--- src/rtl/core_seq_pkg.sv ---
// Shared types and default constants for the core run sequencer.
// The optional watchdog is selected with the CORE_SEQ_WATCHDOG_EN macro.
package core_seq_pkg;

  typedef enum logic [1:0] {
    IDLE = 2'd0,
    HOLD = 2'd1,
    RUN  = 2'd2,
    DONE = 2'd3
  } seq_state_t;

  localparam int DEF_D          = 12;
  localparam int DEF_HALT_PC    = 128;
  localparam int DEF_RST_CYCLES = 2;
  localparam int DEF_CNT_W      = 16;
  localparam int DEF_WDOG_LIMIT = 4000;

endpackage

--- src/rtl/core_seq_if.sv ---
// Host/core-facing bundle of the run sequencer, plus the FSM state for debug.
interface core_seq_if #(
  parameter int D     = core_seq_pkg::DEF_D,
  parameter int CNT_W = core_seq_pkg::DEF_CNT_W
);
  import core_seq_pkg::*;

  // Four-phase handshake: host raises req and holds it; the sequencer raises
  // done when the run ends and keeps it high until req falls; a new run needs
  // req to rise again after done has been seen low.
  logic             req;
  logic [D-1:0]     prog_ctr;
  logic             core_reset;
  logic             core_en;
  logic             busy;
  logic             done;
  logic             timeout;
  logic [CNT_W-1:0] icount;
  seq_state_t       state;

  modport master (
    output req, prog_ctr,
    input  core_reset, core_en, busy, done, timeout, icount, state
  );

  modport slave (
    input  req, prog_ctr,
    output core_reset, core_en, busy, done, timeout, icount, state
  );

endinterface

--- src/rtl/sat_counter.sv ---
// Up-counter with synchronous clear that sticks at its all-ones value.
module sat_counter #(
  parameter int WIDTH = 16
) (
  input  logic             clk,
  input  logic             reset,
  input  logic             clear,
  input  logic             inc,
  output logic [WIDTH-1:0] count
);

  always_ff @(posedge clk) begin
    if (reset || clear) begin
      count <= '0;
    end else if (inc && (count != '1)) begin
      count <= count + WIDTH'(1);
    end
  end

endmodule

--- src/rtl/core_sequencer.sv ---
// Run controller for the single-cycle core: reset hold, run until HALT_PC,
// freeze for inspection. Watchdog compiled in with CORE_SEQ_WATCHDOG_EN.
module core_sequencer
  import core_seq_pkg::*;
#(
  parameter int D          = DEF_D,
  parameter int HALT_PC    = DEF_HALT_PC,
  parameter int RST_CYCLES = DEF_RST_CYCLES,
  parameter int CNT_W      = DEF_CNT_W,
  parameter int WDOG_LIMIT = DEF_WDOG_LIMIT
) (
  input  logic      clk,
  input  logic      reset,
  core_seq_if.slave bus
);

  localparam int HW = (RST_CYCLES > 1) ? $clog2(RST_CYCLES) : 1;

  if (RST_CYCLES < 1) begin : g_bad_rst_cycles
    $error("core_sequencer: RST_CYCLES must be at least 1");
  end
  if ((CNT_W < 32) && (WDOG_LIMIT >= (1 << CNT_W))) begin : g_bad_wdog_limit
    $error("core_sequencer: WDOG_LIMIT must fit in CNT_W bits");
  end

  seq_state_t       state_q, state_d;
  logic [HW-1:0]    hold_q;
  logic [CNT_W-1:0] icount;
  logic             timeout_q;
  logic             halt, wdog_hit, start, hold_last;
  logic             core_reset_c, core_en_c, busy_c, done_c;

  assign halt      = (bus.prog_ctr == D'(HALT_PC));
  assign start     = (state_q == IDLE) && bus.req;
  assign hold_last = (hold_q == HW'(RST_CYCLES - 1));

`ifdef CORE_SEQ_WATCHDOG_EN
  assign wdog_hit = (state_q == RUN) && (icount == CNT_W'(WDOG_LIMIT));

  // Halt has priority: a run that reaches HALT_PC on the limit cycle is clean.
  always_ff @(posedge clk) begin
    if (reset || start) begin
      timeout_q <= 1'b0;
    end else if ((state_q == RUN) && wdog_hit && !halt) begin
      timeout_q <= 1'b1;
    end
  end
`else
  assign wdog_hit  = 1'b0;
  assign timeout_q = 1'b0;
`endif

  always_ff @(posedge clk) begin
    if (reset) begin
      state_q <= IDLE;
    end else begin
      state_q <= state_d;
    end
  end

  always_ff @(posedge clk) begin
    if (reset || start) begin
      hold_q <= '0;
    end else if (state_q == HOLD) begin
      hold_q <= hold_q + HW'(1);
    end
  end

  always_comb begin
    state_d      = state_q;
    core_reset_c = 1'b1;
    core_en_c    = 1'b0;
    busy_c       = 1'b0;
    done_c       = 1'b0;
    case (state_q)
      IDLE: begin
        if (bus.req) state_d = HOLD;
      end
      HOLD: begin
        busy_c = 1'b1;
        if (hold_last) state_d = RUN;
      end
      RUN: begin
        core_reset_c = 1'b0;
        busy_c       = 1'b1;
        // Zero-latency gate so the PC never steps past HALT_PC.
        core_en_c    = !halt && !wdog_hit;
        if (halt || wdog_hit) state_d = DONE;
      end
      DONE: begin
        core_reset_c = 1'b0;
        done_c       = 1'b1;
        if (!bus.req) state_d = IDLE;
      end
      default: state_d = IDLE;
    endcase
  end

  sat_counter #(.WIDTH(CNT_W)) u_icount (
    .clk   (clk),
    .reset (reset),
    .clear (start),
    .inc   (core_en_c),
    .count (icount)
  );

  assign bus.core_reset = core_reset_c;
  assign bus.core_en    = core_en_c;
  assign bus.busy       = busy_c;
  assign bus.done       = done_c;
  assign bus.timeout    = timeout_q;
  assign bus.icount     = icount;
  assign bus.state      = state_q;

endmodule

--- src/flat_wrapper.sv ---
// flat-port wrapper written by rule: the top's interface ports become plain ports
module core_sequencer_flat import core_seq_pkg::*;
#(
  parameter int D          = DEF_D,
  parameter int HALT_PC    = DEF_HALT_PC,
  parameter int RST_CYCLES = DEF_RST_CYCLES,
  parameter int CNT_W      = DEF_CNT_W,
  parameter int WDOG_LIMIT = DEF_WDOG_LIMIT
)
  (clk, reset, bus_req, bus_prog_ctr, bus_core_reset, bus_core_en, bus_busy, bus_done, bus_timeout, bus_icount, bus_state);
  core_seq_if #(.D(D), .CNT_W(CNT_W)) bus_i ();
  input  logic clk;
  input  logic reset;
  input wire logic [$bits(bus_i.req)-1:0] bus_req;
  input wire logic [$bits(bus_i.prog_ctr)-1:0] bus_prog_ctr;
  output wire logic [$bits(bus_i.core_reset)-1:0] bus_core_reset;
  output wire logic [$bits(bus_i.core_en)-1:0] bus_core_en;
  output wire logic [$bits(bus_i.busy)-1:0] bus_busy;
  output wire logic [$bits(bus_i.done)-1:0] bus_done;
  output wire logic [$bits(bus_i.timeout)-1:0] bus_timeout;
  output wire logic [$bits(bus_i.icount)-1:0] bus_icount;
  output wire logic [$bits(bus_i.state)-1:0] bus_state;
  assign bus_i.req = bus_req;
  assign bus_i.prog_ctr = bus_prog_ctr;
  assign bus_core_reset = bus_i.core_reset;
  assign bus_core_en = bus_i.core_en;
  assign bus_busy = bus_i.busy;
  assign bus_done = bus_i.done;
  assign bus_timeout = bus_i.timeout;
  assign bus_icount = bus_i.icount;
  assign bus_state = bus_i.state;
  core_sequencer #(.D(D), .HALT_PC(HALT_PC), .RST_CYCLES(RST_CYCLES), .CNT_W(CNT_W), .WDOG_LIMIT(WDOG_LIMIT)) u_core (.clk(clk), .reset(reset), .bus(bus_i));
endmodule
--- config.mk ---
export PLATFORM = sky130hd
export DESIGN_NAME = core_sequencer_flat
export DESIGN_NICKNAME = d
export VERILOG_FILES = /design/src/rtl/core_seq_pkg.sv /design/src/rtl/core_seq_if.sv /design/src/rtl/sat_counter.sv /design/src/rtl/core_sequencer.sv /design/src/flat_wrapper.sv
export SDC_FILE = /design/constraint.sdc
export NUM_CORES = 1
export LEC_CHECK = 0
export CELL_PAD_IN_SITES_DETAIL_PLACEMENT = 1
export CELL_PAD_IN_SITES_GLOBAL_PLACEMENT = 2
export CORE_MARGIN = 2
export CORE_UTILIZATION = 24
export CTS_BUF_LIST = sky130_fd_sc_hd__clkbuf_4
export DETAILED_ROUTE_END_ITERATION = 10
export PLACE_DENSITY_LB_ADDON = 0.1
export SLEW_MARGIN = 20
export SYNTH_ARGS = -nofsm -noshare
export SYNTH_HDL_FRONTEND = slang
export SYNTH_SLANG_ARGS = --single-unit
--- constraint.sdc ---
create_clock -name clk -period 1.9 [get_ports clk]
set_clock_uncertainty 0.1 [all_clocks]
set_input_delay 0.38 -clock clk [delete_from_list [all_inputs] [get_ports clk]]
set_output_delay 0.38 -clock clk [all_outputs]
set_load 0.01 [all_outputs]
* Word level (Yosys, flattened, before mapping)
Cells that the tools add are included.
** Word-level totals
- Output and inout bits :: 23
- Bits of input ports :: 15
- Word-level logic and storage cells :: 31
- Bits in registers :: 19
** Operators by class
- Add/subtract/negate cells :: 2
- Reduce and logical (&&, ||, !) cells :: 8
- Equal/unequal tests :: 9
- Muxes and demuxes :: 9
** Operators with widths (count)
- $add 16x1->16 const B :: 1
- $ne 16x16->1 const B :: 1
- $eq 12x8->1 const B :: 1
- $mux 2 :: 4
- $pmux 2 s4 :: 1
- $eq 2x2->1 const B :: 2
- $mux 1 :: 4
- $ne 2x1->1 const B :: 2
- $ne 2x2->1 const B :: 2
- $reduce_and 4->1 :: 1
- $reduce_or 2->1 :: 2
- $eq 2x1->1 const B :: 1
- $logic_and 1x1->1 :: 2
- $logic_not 2->1 :: 1
- $add 1x1->1 const B :: 1
- $logic_not 1->1 :: 1
- $logic_or 1x1->1 :: 1

* Longest topological paths before layout
Gate-level depths: netlist (run 1).
- Depth in word-level cells :: 4
- Mapped depth :: 7
- Depth with buffers taken out :: 6

* Modules after synthesis
A second synthesis (run 1) with hierarchy kept.
** Unflattened totals
- Cells, all modules :: 124
- Area, all modules :: 1147.4 sq um
** Modules (own cells, without submodules)
- sat_counter :: times used 1, seq. area each 320.3 sq um, cells each 95, area an instance 847.1 sq um
- core_sequencer :: times used 1, seq. area each 60.1 sq um, cells each 29, area an instance 300.3 sq um

* Least setup slack after synthesis (run 1)
OpenSTA, ideal clock, no wires.
- Path kind :: input to register
- From :: in bus_prog_ctr[1]
- To :: reg u_core.state_q[0] (netlist: u_core.bus.state[0])
- Arrival :: 1.828 ns
- Library setup time :: 0.086 ns
- Buffers on the path :: 2
- Required time :: 1.714 ns
- Path slack :: -0.115 ns
- Stages on the path :: 6
- Cell sequence :: or4_4 -> o31ai_4 -> buf_6 -> buf_6 -> nand2_2 -> a221oi_2
** Between the ends
- Cells in the longest elaborated chain, start to end :: 3
** RTL lines
- start: declaration :: line flat_wrapper.sv:15 : input wire logic [$bits(bus_i.prog_ctr)-1:0] bus_prog_ctr;
- $eq 12x8->1 :: line core_sequencer.sv:33 : assign halt = (bus.prog_ctr == D'(HALT_PC));
- $ne 2x1->1 (no source line)
- $reduce_and 4->1 (no source line)
- end signal: assignment :: line core_sequencer.sv:57 : state_q <= state_d;
- end: declaration :: line core_sequencer.sv:26 : seq_state_t state_q, state_d;
Every way passes these cells.
A chain may end at the register's enable or synchronous reset.

* Worst setup path after layout (run 1)
- From :: in bus_prog_ctr[9]
- To :: out bus_core_en
** Between the ends
- Cells in the longest elaborated chain, start to end :: 3
** RTL lines
- $eq 12x8->1 :: line core_sequencer.sv:33
- $logic_not 1->1 :: line core_sequencer.sv:87 : core_en_c = !halt && !wdog_hit;
- $mux 1 :: line core_sequencer.sv:75 : case (state_q)
- end: declaration :: line flat_wrapper.sv:17 : output wire logic [$bits(bus_i.core_en)-1:0] bus_core_en;
Every way passes these cells.

==> impl_summary.log, run 1 <==
[metrics] Sw Share: 0.393
[metrics] depth of the worst register-to-register path: 6
[metrics] number of primary I/O pins: 38
[metrics] Core Util, Final: 0.389
[metrics] count of fill cells added during filler insertion: 570
[metrics] GR Overflow Total: 0
[metrics] post-detailed-route DRC marker count: 0
[metrics] minimum clock period: 1.97 ns
[metrics] fraction of registers with async set or reset after synthesis: 0
[metrics] Yosys warnings: 0
[metrics] category of the critical setup timing path: primary input to output pin
[metrics] Worst Setup Start Kind: primary input
[metrics] number of DRC violations after detailed-routing iteration 0: 50
[metrics] biggest area contributors in the synthesized netlist: dfxtp_1 (32%), ha_1 (5.3%), or4_1 (5.1%)
[metrics] terminating pin of the worst hold path: u_core.u_icount.count[15]
[metrics] core outline area: approximately 0.0047 mm²
[metrics] final setup slack of the worst path: -0.0728 ns
[metrics] Net Sw Power: 0.548 mW
[metrics] root buffer cell: clkbuf_4
[metrics] Max IR drop VDD: ~530 µV
[metrics] footprint of the multi-input gates: around 770 µm²
[metrics] number of global-route vias before repair: between 1,000 and 1,500
[metrics] leakage power figure: 0.741 nW
[metrics] combined area of all synthesized cells: about 0.0012 mm²
[metrics] H-tree levels: 1
[metrics] cell internal power dissipation: about 0.84 mW
[metrics] count of input and output buffers: 36
[metrics] Final setup viols: 1
[metrics] launch point of the worst reg-to-reg path: u_core.bus.state[0]
[metrics] top flip-flop cell by instance count after synthesis: dfxtp_1
[metrics] Gate Count Post-Synth: roughly 140
[metrics] r2r endpoint: u_core.u_icount.count[11]
[metrics] number of max-slew violations in the final report: 0
[metrics] Worst Min Path Start: u_core.u_icount.count[15]
[metrics] share of the yosys chip area belonging to registers: 0.324
[metrics] number of buffers on the longest clock path: 2
[metrics] CTS tree: yes
[metrics] proportion of layout cells with a drive suffix above 1: 0.340
[metrics] worst-margin pin slew: approximately 0.53 ns
[metrics] share of power burned in the clock network: 0.158
[metrics] most common cell after layout, fill and taps aside: buf_4
[metrics] cell count of the worst hold path: 2
[metrics] first-pass GRT wire length: around 6300 µm
[metrics] number of antenna violations at the first check in global routing: 0
[metrics] share of power burned in combinational logic: 0.509
[metrics] fmax: slightly above 0.5 GHz
[metrics] number of CTS-inserted buffers: 3
[metrics] Worst Hold Class: flop to flop
[metrics] chip height: between 70 and 80 µm
[metrics] required time of the worst setup path: about 1.4 ns
[metrics] register-to-register path setup slack: approximately 0.090 ns
[metrics] power density cells: between 700 and 800 mW/mm²
[metrics] sequential cell area in the final layout: 394 µm²
[metrics] count of different cell masters after synthesis: 39
[metrics] setup repair after global routing missed its margin: yes
[metrics] Net Count, Synth: 156
[metrics] final-layout worst hold slack: approximately 0.40 ns
[metrics] portion of the clock cycle consumed by the worst path in the final layout: 1.04
[metrics] Nets: between 200 and 250
[metrics] element type at the critical path end: output pin
[metrics] run status: finished, violations left
[metrics] setup slack after placement: -0.766 ns
[metrics] Detailed Route WL: between 3000 and 4000 µm
[metrics] Pre-antenna DRT Iters: 4
[metrics] pin count of the biggest net entering global routing: 25
[metrics] effective utilization at floorplan: 0.248
[metrics] Cell Rows: 25
[metrics] Mapped Avg Cell Area: 8.62 µm²
[metrics] global-route total usage across every layer: 0.151
[metrics] top library cells by usage in the layout, fill and taps aside: buf_4 (27), clkdlybuf4s50_1 (19), nand2_1 (10), a21oi_1 (10), dfxtp_1 (10)
[metrics] critical path data arrival time: between 1 and 1.5 ns
[metrics] total of max-cap violations: 0
[metrics] clock-pin slew on the worst setup and hold paths: ~0.11 ns
[metrics] number of synthesized flops with an enable pin: 0
[metrics] post-DR wirelength/cell: 15.1 µm
[metrics] routed vias/inst: just under 5
[metrics] worst rel slew slack: 0.644
[metrics] Die Wd: 73.9 µm
[metrics] violated checks: setup timing
[metrics] Final Total Pwr: around 1.4 mW
[metrics] detailed-placement wirelength estimate: ~3100 µm
[metrics] final-report hold violation count: 0
[metrics] number of routed nets with antenna violations: 0
[metrics] Total Neg Setup Slack: -0.0728 ns
[metrics] Yosys top cell area share: 0.324
[metrics] signed area change from the synthesized netlist to the final layout: 56.7%
[metrics] CP Max Fanout: 2
[metrics] sequential fraction of design power: 0.333
[metrics] flip-flop and latch count after synthesis: 19
[metrics] number of antenna cells inserted: 0
[metrics] weighted congestion reported at the end of routability-driven placement: 0.869
[metrics] cell type contributing the most total cell area after synthesis: dfxtp_1
[metrics] clock network latency to the later pin of the worst-skew pair: 0.31 ns
[metrics] full die area: 0.00546 mm²
[metrics] detailed-route via count: roughly 1,300
[metrics] clock sink count: 19
-- sequential cells by signal, indices dropped and copies added, names as in the netlist --
signal                 cells
u_core.bus.state           2
u_core.hold_last           1
u_core.u_icount.count     16
-- cells by family (layout without fill, tap and decap cells) --
group | count (synthesis) | count (layout) | share of synthesized area
DFF | 19 | 19 | 0.324
xor gates and xnor gates | 1 | 1 | 0.00747
buffers and inverters | 15 | 76 | 0.0651
AOI/OAI and AO/OA | 36 | 36 | 0.238
adders and majority gates | 5 | 5 | 0.0534
and+or+nand+nor | 58 | 58 | 0.300
other | 1 | 1 | 0.00320
muxes | 1 | 1 | 0.00854
-- power groups by stage --
stage | clock (mW) | combinational [mW] | sequential, mW
after floorplan | 0 | 0.406 | 0.482
after global placement | 0 | 0.732 | 0.467
after detailed placement | 0 | 0.758 | 0.468
after CTS | 0.233 | 0.729 | 0.463
after global routing | 0.251 | 0.788 | 0.468
final | 0.220 | 0.709 | 0.463
-- area by class of cell --
class | count | share of cell area
multi-input combinational | 102 | 0.419
timing repair buffer | 64 | 0.290
sequential | 19 | 0.215
tap | 67 | 0.0456
inverter | 8 | 0.0163
clock buffer | 3 | 0.0123
clock inverter | 1 | 0.00272
-- per-stage QoR --
step                      cells  instance area [µm²]
after global routing        264                 1840
after detailed placement    260                 1800
final                       264                 1840
after floorplan             136                 1180
after CTS                   264                 1810
after global placement      260                 1800
-- what timing repair did --
| action | 4_1_cts | 5_1_grt |
|---|---|---|
| resized for setup | 38 | 26 |
| hold buffers | 0 | 0 |
| buffers inserted | 0 | 0 |
| pin swaps | 4 | 3 |
| endpoints found under the setup margin | 23 | 19 |
-- critical path, cell delays in order --
cell     delay, ns
buf_6         0.09
or4b_4        0.53
o31ai_4       0.29
inv_2         0.07
buf_6         0.12
-- synth_stat cells, drive strengths merged (2+ instances only) --
master and number:
dfxtp 19, nand2 11, a21oi 10, or4 10
inv 8, nand4 7, o31ai 7, nand3 6
nor2 6, nor4 6, ha 5, a41o 4
buf 4, a31oi 3, and4 3, clkbuf 3
o21ai 3, or3 3, a221oi 2, and3 2
o21a 2, o31a 2
-- worst max-delay path by stage --
stage | startpoint | to | slack, ns | cells after the start
after floorplan | bus_prog_ctr[11] | u_core.bus.state[1] | -0.1 | 6
after global placement | bus_prog_ctr[11] | bus_core_en | -0.75 | 5
after detailed placement | bus_prog_ctr[11] | bus_core_en | -0.77 | 5
after CTS | bus_prog_ctr[0] | bus_core_en | -0.15 | 5
after global routing | bus_prog_ctr[9] | bus_core_en | -0.10 | 5
final | bus_prog_ctr[9] | bus_core_en | -0.07 | 5
-- per-layer routing --
layer,track usage,vias up,part of all wire
met5,0,-,0
met1,0.175,616,0.44
met3,0.0316,2,0.048
met2,0.274,28,0.50
met4,0.0505,0,0.0063
li1,-,660,-
Note: power is estimated with default switching activity, not from simulation.
==> run 2: changes to the inputs <==
--- a/config.mk
+++ b/config.mk
@@ -10,8 +10,10 @@
 export CORE_MARGIN = 2
 export CORE_UTILIZATION = 24
 export CTS_BUF_LIST = sky130_fd_sc_hd__clkbuf_4
+export CTS_CLUSTER_SIZE = 12
 export DETAILED_ROUTE_END_ITERATION = 10
 export PLACE_DENSITY_LB_ADDON = 0.1
+export REMOVE_ABC_BUFFERS = 1
 export SLEW_MARGIN = 20
 export SYNTH_ARGS = -nofsm -noshare
 export SYNTH_HDL_FRONTEND = slang
==> impl_summary.log, run 2 (same netlist as run 1, synthesis figures left out) <==
[metrics] total of max-cap violations: 0 (unchanged)
[metrics] minimum clock period: 1.98 ns (+0.00946 ns)
[metrics] proportion of layout cells with a drive suffix above 1: 0.461 (+0.121)
[metrics] chip height: 73.9 µm (unchanged)
[metrics] detailed-placement wirelength estimate: 3340 µm (+6.2%)
[metrics] Worst path max stage delay: 0.53 ns (about the same)
[metrics] critical path data arrival time: 1.50 ns (about the same)
[metrics] clock-pin slew on the worst setup and hold paths: 0.12 ns (about the same)
[metrics] Net Sw Power: 0.641 mW (+17%)
[metrics] share of power burned in the clock network: 0.140 (-0.018)
[metrics] max FFs per register: 16 (unchanged)
[metrics] Worst Hold Class: flop to flop
[metrics] Sw Share: 0.379 (-0.0139)
[metrics] clock network latency to the later pin of the worst-skew pair: 0.31 ns (about the same)
[metrics] setup repair after global routing missed its margin: yes
[metrics] first-pass GRT wire length: 7490 µm (+18%)
[metrics] Cell Rows: 25 (unchanged)
[metrics] number of primary I/O pins: 38 (unchanged)
[metrics] element type at the critical path end: output pin
[metrics] Pre-antenna DRT Iters: 4 (unchanged)
[metrics] Final setup viols: 1 (unchanged)
[metrics] signed area change from the synthesized netlist to the final layout: 71.9%
[metrics] violated checks: setup timing
[metrics] worst setup path start: bus_prog_ctr[10]
[metrics] Max IR drop VDD: 479 µV (-9.7%)
[metrics] largest register by flop count: u_core.u_icount.count
[metrics] most common cell after layout, fill and taps aside: buf_4
[metrics] Nets: 227 (+4.1%)
[metrics] CP Max Fanout: 2 (unchanged)
[metrics] Worst Setup Start Kind: primary input
[metrics] Worst Min Path Start: u_core.u_icount.count[13]
[metrics] weighted congestion reported at the end of routability-driven placement: 0.799 (-8.1%)
[metrics] category of the critical setup timing path: primary input to output pin
[metrics] count of fill cells added during filler insertion: 539 (-5.4%)
[metrics] clock sink count: 19 (unchanged)
[metrics] full die area: 0.00546 mm² (unchanged)
[metrics] cell at the slowest stage of the critical path: or4_4
[metrics] share of power burned in combinational logic: 0.579 (+0.070)
[metrics] GR Overflow Total: 0 (unchanged)
[metrics] detailed-route via count: 1,413 (+8.2%)
[metrics] number of buffers inserted for hold repair after clock tree synthesis: 0 (unchanged)
[metrics] power density cells: 838 mW/mm² (+11%)
[metrics] core outline area: 0.00472 mm² (unchanged)
[metrics] number of DRC violations after detailed-routing iteration 0: 38 (-24%)
[metrics] fmax: 0.504 GHz (-0.48%)
[metrics] final setup slack of the worst path: -0.0822 ns (-0.00946 ns)
[metrics] Final Total Pwr: 1.69 mW (+21%)
[metrics] series of cell instances along the critical path: buf_6, or4_4, o31ai_4, inv_2, buf_6
[metrics] required time of the worst setup path: 1.42 ns (about the same)
[metrics] number of buffers on the longest clock path: 2 (unchanged)
[metrics] run status: finished, violations left
[metrics] global-route total usage across every layer: 0.182 (+0.0309)
[metrics] Detailed Route WL: 4590 µm (+15%)
[metrics] post-DR wirelength/cell: 16.8 µm (+12%)
[metrics] number of global-route vias before repair: 1,527 (+13%)
[metrics] H-tree levels: 1 (unchanged)
[metrics] Top delay family on crit path: simple AND/OR/NAND/NOR gates
[metrics] number of max-slew violations in the final report: 0 (unchanged)
[metrics] leakage power figure: 0.836 nW (+13%)
[metrics] portion of the clock cycle consumed by the worst path in the final layout: 1.04 (+0.00498)
[metrics] footprint of the multi-input gates: 836 µm² (+8.6%)
[metrics] number of CTS-inserted buffers: 3 (unchanged)
[metrics] pin count of the biggest net entering global routing: 13 (-48%)
[metrics] cell internal power dissipation: 1.05 mW (+24%)
[metrics] top library cells by usage in the layout, fill and taps aside: buf_4 (31), clkdlybuf4s50_1 (18), or4_4 (10), nand2_1 (10)
[metrics] post-detailed-route DRC marker count: 0 (unchanged)
[metrics] root buffer cell: clkbuf_4
[metrics] effective utilization at floorplan: 0.248 (unchanged)
[metrics] final-report hold violation count: 0 (unchanged)
[metrics] cell type with the highest occurrence count on the critical path: buf_6
[metrics] number of routed nets with antenna violations: 0 (unchanged)
[metrics] number of antenna violations at the first check in global routing: 0 (unchanged)
[metrics] sequential fraction of design power: 0.281 (-0.052)
[metrics] launch point of the worst reg-to-reg path: u_core.u_icount.count[0]
[metrics] CTS tree: yes
[metrics] Die Wd: 73.9 µm (unchanged)
[metrics] Total Neg Setup Slack: -0.0822 ns (-0.00946 ns)
[metrics] number of antenna cells inserted: 0 (unchanged)
[metrics] routed vias/inst: 5.18 (+4.6%)
[metrics] CP bufs+invs: 3 (unchanged)
[metrics] sequential cell area in the final layout: 398 µm² (+0.95%)
[metrics] count of input and output buffers: 36 (unchanged)
## run 2: power by group through the flow
stage / Sequential, mW / Clock [mW] / Combinational (mW)
global placement: 0.467 / 0 / 0.739
floorplan: 0.482 / 0 / 0.348
CTS: 0.470 / 0.251 / 1.02
finish: 0.475 / 0.236 / 0.978
detailed placement: 0.470 / 0 / 0.768
global route: 0.481 / 0.268 / 1.06
## run 2: final timing paths
check	cells after the start	slack (ns)	to
worst min-delay path	2	0.43	u_core.u_icount.count[13]
worst max register to register	7	0.07	u_core.u_icount.count[15]
worst max-delay path	5	-0.08	bus_core_en
worst min register to register	2	0.43	u_core.u_icount.count[13]
## run 2: worst register-to-register path, cell delays in order, from the launching register on
cell	delay [ns]
dfxtp_2	0.35
ha_1	0.21
nand3_1	0.11
buf_4	0.15
nor4_4	0.05
buf_2	0.18
or4_4	0.49
a21oi_2	0.13
## run 2: layout make-up
class / instances / area share
inverters: 8 / 0.0149
repair buffers: 73 / 0.317
flip-flops and latches: 19 / 0.197
well taps: 67 / 0.0416
multi-input cells: 102 / 0.415
clock buffers: 4 / 0.0149
## run 2: repair_timing
item / 4_1_cts / 5_1_grt
pin swaps: 8 / 11
cloned: 2 / 1
setup buffers: 5 / 1
setup endpoints to repair: 24 / 22
gates resized for setup: 62 / 37
## run 2: metal layers
layer,part of all wire,up-vias,global-route usage
li1,-,679,-
met1,0.42,681,0.209
met2,0.51,45,0.333
met3,0.045,8,0.0316
met4,0.021,0,0.0687
met5,0,-,0
## run 2: per-stage QoR
stage / util / instance area [µm²] / instances / setup WS [ns] / hold WS [ns]
floorplan: - / 1130 / 129 / -0.832 / 0.346
global placement: 0.381 / 1800 / 262 / -0.729 / 0.399
detailed placement: 0.381 / 1800 / 262 / -0.779 / 0.408
CTS: 0.415 / 1960 / 273 / -0.0905 / 0.433
global route: 0.427 / 2020 / 273 / -0.123 / 0.468
finish: 0.427 / 2020 / 273 / -0.0822 / 0.427
